$ cat src/rtl/rally_sequencer.sv
// rally_sequencer: game-flow controller for the rally game.
// Sequences TITLE -> SERVE -> PLAY -> POINT -> (SERVE | OVER) -> TITLE, drives the shared
// game_state bus, latches the difficulty, detects ball landings and keeps the score.
// Optional feature: define RALLY_DEUCE_EN to require a two-point lead to win (31 always wins).
`timescale 1ns/1ps

module rally_sequencer #(
  parameter int unsigned WIN_SCORE    = 15,
  parameter int unsigned GROUND_Y     = 220,
  parameter int unsigned NET_X        = 160,
  parameter int unsigned BALL_SIZE    = 32,
  parameter int unsigned SERVE_FRAMES = 60,
  parameter int unsigned POINT_FRAMES = 90,
  parameter int unsigned OVER_FRAMES  = 300
) (
  input  logic        clk,
  input  logic        reset_n,
  input  logic        frame_tick,
  input  logic        start_btn,
  input  logic        mode_btn,
  input  logic [11:0] ball_pos_x,
  input  logic [11:0] ball_pos_y,
  output logic [1:0]  game_state,
  output logic        game_mode,
  output logic [4:0]  npc_score,
  output logic [4:0]  player_score,
  output logic        serve_side,
  output logic        last_point,
  output logic        game_over,
  output logic        winner
);

  typedef enum logic [2:0] {StTitle, StServe, StPlay, StPoint, StOver} state_e;

  // Last frame index of each timed phase; the transition fires on the edge sampling that tick.
  localparam logic [8:0]  ServeLast = 9'(SERVE_FRAMES - 1);
  localparam logic [8:0]  PointLast = 9'(POINT_FRAMES - 1);
  localparam logic [8:0]  OverLast  = 9'(OVER_FRAMES - 1);
  localparam logic [12:0] GroundY   = 13'(GROUND_Y);
  localparam logic [12:0] NetX      = 13'(NET_X);
  localparam logic [12:0] BallSize  = 13'(BALL_SIZE);
  localparam logic [12:0] BallHalf  = 13'(BALL_SIZE / 2);
  localparam logic [4:0]  WinScore  = 5'(WIN_SCORE);
  localparam logic [4:0]  ScoreMax  = 5'd31;

  state_e      state;
  logic        start_q;
  logic        mode_q;
  logic [8:0]  frame_cnt;

  logic        start_rise;
  logic        mode_rise;
  logic [12:0] ball_bottom;
  logic [12:0] ball_centre;
  logic        landed;
  logic        player_scores;
  logic [4:0]  npc_inc;
  logic [4:0]  player_inc;
  logic [4:0]  scorer_score;
  logic [4:0]  opp_score;
  logic        win;

  // Edge detection, landing geometry and win evaluation.
  always_comb begin
    start_rise    = start_btn & ~start_q;
    mode_rise     = mode_btn & ~mode_q;
    // 13-bit sums so a ball near the bottom of the 12-bit range cannot wrap.
    ball_bottom   = {1'b0, ball_pos_y} + BallSize;
    ball_centre   = {1'b0, ball_pos_x} + BallHalf;
    landed        = ball_bottom >= GroundY;
    // Ball landing on the NPC half is a point for the player.
    player_scores = ball_centre < NetX;
    npc_inc       = (npc_score == ScoreMax) ? ScoreMax : npc_score + 5'd1;
    player_inc    = (player_score == ScoreMax) ? ScoreMax : player_score + 5'd1;
    // last_point names the scorer of the point being frozen in POINT.
    scorer_score  = last_point ? player_score : npc_score;
    opp_score     = last_point ? npc_score : player_score;
`ifdef RALLY_DEUCE_EN
    win = (scorer_score == ScoreMax) ||
          ((scorer_score >= WinScore) && (scorer_score >= opp_score) &&
           ((scorer_score - opp_score) >= 5'd2));
`else
    win = (scorer_score == WinScore);
`endif
  end

  // Game FSM with registered outputs, button edge registers and the frame counter.
  always_ff @(posedge clk or negedge reset_n) begin
    if (!reset_n) begin
      state        <= StTitle;
      start_q      <= 1'b0;
      mode_q       <= 1'b0;
      frame_cnt    <= 9'd0;
      game_state   <= 2'd0;
      game_mode    <= 1'b0;
      npc_score    <= 5'd0;
      player_score <= 5'd0;
      serve_side   <= 1'b1;
      last_point   <= 1'b0;
      game_over    <= 1'b0;
      winner       <= 1'b0;
    end else begin
      start_q <= start_btn;
      mode_q  <= mode_btn;
      case (state)
        StTitle: begin
          if (mode_rise) begin
            game_mode <= ~game_mode;
          end
          // A start rise wins over a simultaneous tick: the tick is not counted.
          if (start_rise) begin
            state        <= StServe;
            game_state   <= 2'd1;
            npc_score    <= 5'd0;
            player_score <= 5'd0;
            serve_side   <= 1'b1;
            frame_cnt    <= 9'd0;
          end else if (frame_tick) begin
            frame_cnt <= frame_cnt + 9'd1;
          end
        end
        StServe: begin
          if (frame_tick) begin
            if (frame_cnt == ServeLast) begin
              state      <= StPlay;
              game_state <= 2'd2;
              frame_cnt  <= 9'd0;
            end else begin
              frame_cnt <= frame_cnt + 9'd1;
            end
          end
        end
        StPlay: begin
          if (frame_tick && landed) begin
            if (player_scores) begin
              player_score <= player_inc;
              last_point   <= 1'b1;
              serve_side   <= 1'b1;
            end else begin
              npc_score  <= npc_inc;
              last_point <= 1'b0;
              serve_side <= 1'b0;
            end
            state      <= StPoint;
            game_state <= 2'd3;
            frame_cnt  <= 9'd0;
          end else if (frame_tick) begin
            frame_cnt <= frame_cnt + 9'd1;
          end
        end
        StPoint: begin
          if (frame_tick) begin
            if (frame_cnt == PointLast) begin
              frame_cnt <= 9'd0;
              if (win) begin
                state      <= StOver;
                game_state <= 2'd0;
                game_over  <= 1'b1;
                winner     <= last_point;
              end else begin
                state      <= StServe;
                game_state <= 2'd1;
              end
            end else begin
              frame_cnt <= frame_cnt + 9'd1;
            end
          end
        end
        StOver: begin
          // Timeout and start rise may coincide; either way a single move to TITLE.
          if (start_rise || (frame_tick && (frame_cnt == OverLast))) begin
            state      <= StTitle;
            game_state <= 2'd0;
            game_over  <= 1'b0;
            frame_cnt  <= 9'd0;
          end else if (frame_tick) begin
            frame_cnt <= frame_cnt + 9'd1;
          end
        end
        default: begin
          state      <= StTitle;
          game_state <= 2'd0;
          game_over  <= 1'b0;
          frame_cnt  <= 9'd0;
        end
      endcase
    end
  end

endmodule

$ cat config.mk
export PLATFORM = sky130hd
export DESIGN_NAME = rally_sequencer
export DESIGN_NICKNAME = d
export VERILOG_FILES = /design/src/rtl/rally_sequencer.sv
export SDC_FILE = /design/constraint.sdc
export NUM_CORES = 1
export LEC_CHECK = 0
export ABC_AREA = 1
export CORE_MARGIN = 2
export CORE_UTILIZATION = 40
export CTS_BUF_LIST = sky130_fd_sc_hd__clkbuf_16
export CTS_CLUSTER_SIZE = 10
export DETAILED_ROUTE_END_ITERATION = 12
export PLACE_DENSITY = 0.66
export SYNTH_ARGS = -nofsm -noshare
export SYNTH_HDL_FRONTEND = slang
export SYNTH_SLANG_ARGS = --single-unit
$ cat constraint.sdc
create_clock -name clk -period 1.5 [get_ports clk]
set_input_delay 0.3 -clock clk [delete_from_list [all_inputs] [get_ports clk]]
set_output_delay 0.3 -clock clk [all_outputs]
set_load 0.05 [all_outputs]
==> results.md <==
- Overall routing resource usage: 0.2135
- Largest net degree at the start of global routing: 30
- Root Buffer Master: clkbuf_16
- Max Slew Vio Count: 0
- Post-synthesis sequential area ratio: 0.2863
- CP required: 1710 ps
- Design Area, Final: 0.004225 sq mm
- Number of nets in the layout: 547
- Hold endpoint: start_q
- Status: complete, but fails checks
- Antenna cells: 0
- Post-DRT Antenna Nets: 0
- Family with the most delay on the worst path: simple AND/OR/NAND/NOR gates
- Min-delay src: start_btn
- Worst path most repeated cell: nand2_1
- Synth warn: 0
- CTS Buffer Depth: 2
- Routed wire length on met3: 430 microns
- Crit-path cells: ha_4 > nand2_4 > nor2_4 > a21oi_4 > buf_6 > nand4_1 > nand2_1 > inv_1 > nand4_1 > nand2_1 > nand2_1
- Fillcell total: 501
- H-tree depth: 2
- Clock skew: 5.084 ps
- # DRC: 0
- Overflow after GRT: 0
- Crit Path Max Fanout: 5
- Failing checks: setup timing
- Buf/Inv on CP: 2
- CP max stage delay: 450 ps
- DP Wirelength: 5578 microns
- Crit share post-route: 1.084
- Die Span X: 83.67 microns
- CTS tree: yes
- Share of cells above drive strength 1: 0.3836
- RSZ-0062 raised after global routing: yes
- Initial Utilization: 0.4068
- Top-area cell type share of the netlist area: 0.2760
- CTS Buf Count: 5
- Clock sinks: 29
- Boundary pin count: 46
- Area of the multi-input gates: 0.001827 sq mm
- Max VDD drop: 0.9517 mV
- Quantity of I/O buffers inserted on ports: 41
- First-pass GRT wire length: 12,380 microns
- Die area: 0.007000 sq mm
- Worst R2R Start: frame_cnt[0]
- Crit-path slowest cell: dfrtp_2
- Yosys cell types: 38
- R2R Setup Slk: -130 ps
- Pleak: 2.029 nW
- Clk_lat worst skew: 270 ps
- Core Area: 0.006241 sq mm
- Post-placement cell area: 0.003665 sq mm
- Cell taking the most area after synthesis: dfrtp_1
- Wire length on met2: 4131 microns
- Power Dens Cells: 1504 mW/mm^2
- Area Growth Syn to Fin: 66.44%
- Post-synth EDFFs: 0
- First-pass detailed-route iteration total: 5
- Syn Nets: 440
- Worst Reg-to-Reg Cells: 11
- Vias per inst: 5.146
- Total wire length: 7858 microns
- Top cells by area, synth: dfrtp_1 (28%), nand2_1 (20%), nand3_1 (9.5%)
- Hold buffer count at CTS: 0
- Hold Fails Final Rpt: 0
- Initial antenna violation count: 0
- WL/cell: 13.36 microns
- F_max: 0.6151 GHz
- Highest routed layer: met4
- Hold depth: 1
- Final hold slack: 170.0 ps
- Setup ws final: -125.8 ps
- Post-synth top flop: dfrtp_1
- Avg Cell Area, Syn: 6.299 sq um
- Cell with the most instances after synthesis: nand2_1
- Most frequent cells after synthesis: nand2_1 (134), inv_1 (51), nand3_1 (48)
- Slew margin rel.: 0.7444
- Vias in the first global route: 2,833
- Overall Power: 6.353 mW
- Final setup fails: 20
- Seq. cell area: 743.2 sq um
- Via count: 3,026
- Std cell rows: 29
- GP Congestion: 0.8865
- Crit path kind: reg -> reg
- Worst Hold Class: in -> reg
- Post-Syn Instances: 403
- Synthesis-stage register bit count: 29
- DR iter-0 viols: 155
- Clock period minus worst slack: 1626 ps
- Maxcap violations: 0
- WP data arrival: 1840 ps
- M1 WL: 3123 microns
- Slew @ Worst Pin: 380.8 ps
- RR Endpoint: frame_cnt[5]
- Critical Path End Type: register
- CP Launch Type: register
- Die height: 83.67 microns
- Ys async rst share: 1.000
- Post-Synthesis Cell Area: 0.002539 sq mm
- Worst-path clk slew: 50 ps
report_power, final:
part | internal [mW] | total [mW] | switching (mW)
registers | 1.02 | 1.32 | 0.303
logic | 1.82 | 4.09 | 2.26
clock network | 0.601 | 0.948 | 0.347
cell type report:
class / instances / area share
Multi-Input combinational cell: 304 / 0.4323
Timing Repair Buffer: 112 / 0.2807
Sequential cell: 29 / 0.1759
Inverter: 57 / 0.05419
Clock buffer: 5 / 0.02961
Tap cell: 77 / 0.02280
Clock inverter: 3 / 0.003257
Timing Repair inverter: 1 / 0.001184
flip-flops by register name, summed over array words and instances (netlist names):
name          cells
game_mode         1
start_q           1
state             2
npc_score         5
game_state        1
game_over         1
frame_cnt         9
mode_q            1
serve_side        1
player_score      5
winner            1
last_point        1
how the worst max path moves through the flow:
| stage | startpoint | to | slack [ps] | depth (start not counted) |
|---|---|---|---|---|
| 2_1_floorplan | ball_pos_y[6] | npc_score[1] | -60 | 15 |
| 3_3_place_gp | ball_pos_y[5] | npc_score[1] | -810 | 17 |
| 3_5_place_dp | ball_pos_y[5] | npc_score[4] | -850 | 17 |
| 4_1_cts | frame_cnt[0] | frame_cnt[2] | -120 | 10 |
| 5_1_grt | frame_cnt[2] | frame_cnt[5] | -220 | 11 |
| 6_report | frame_cnt[0] | frame_cnt[5] | -130 | 11 |
per-stage QoR:
stage            util  setup TNS (ps)  instances  setup WS, ps
2_1_floorplan       -          -536.2        403        -60.24
3_3_place_gp   0.5872          -18420        565        -806.0
3_5_place_dp   0.5872          -19240        565        -851.7
4_1_cts        0.6329          -995.1        581        -117.9
5_1_grt        0.6770           -3634        588        -217.7
6_report       0.6770           -1062        588        -125.8
cell families (layout without fill, tap and decap cells):
kind of cell,after synthesis,count (layout),synth area share
simple gates,257,257,0.4653
compound gates,33,33,0.07541
buf+inv,70,178,0.1129
flops,29,29,0.2863
fa+ha+maj,8,8,0.03943
xor+xnor,6,6,0.02070
placed cells by master, fill, tap and decap left out, types with 6 or more instances in the layout:
| cell | count |
|---|---|
| nor2_1 | 18 |
| buf_4 | 59 |
| dfrtp_2 | 13 |
| clkdlybuf4s50_1 | 7 |
| buf_6 | 9 |
| nor2_2 | 13 |
| nand2_2 | 16 |
| inv_1 | 46 |
| inv_2 | 7 |
| a21oi_1 | 9 |
| o21ai_0 | 7 |
| nand2_1 | 120 |
| nand3_2 | 6 |
| dlygate4sd2_1 | 13 |
| buf_12 | 21 |
| dfrtp_1 | 15 |
| nand4_1 | 17 |
| nand3_1 | 42 |
| o21ai_2 | 6 |
timing repair:
item | CTS | global route
pin swaps | 28 | 36
endpoints found under the hold margin | 0 | 0
endpoints found under the setup margin | 26 | 27
gates resized for setup | 55 | 64
cloned | 0 | 1
buffers inserted | 8 | 6
metal layers:
metal	vias up	global-route usage
li1	1509	-
met1	1378	0.2609
met2	123	0.3833
met3	16	0.02868
met4	0	0.07478
met5	-	0
worst register-to-register path, delay by kind of cell, from the launching register on:
kind,cells,cell delay [ps]
flops,1,450
simple gates,7,490
fa+ha+maj,1,210
buf+inv,2,190
compound gates,1,230
(Power assumes the default switching activity.)
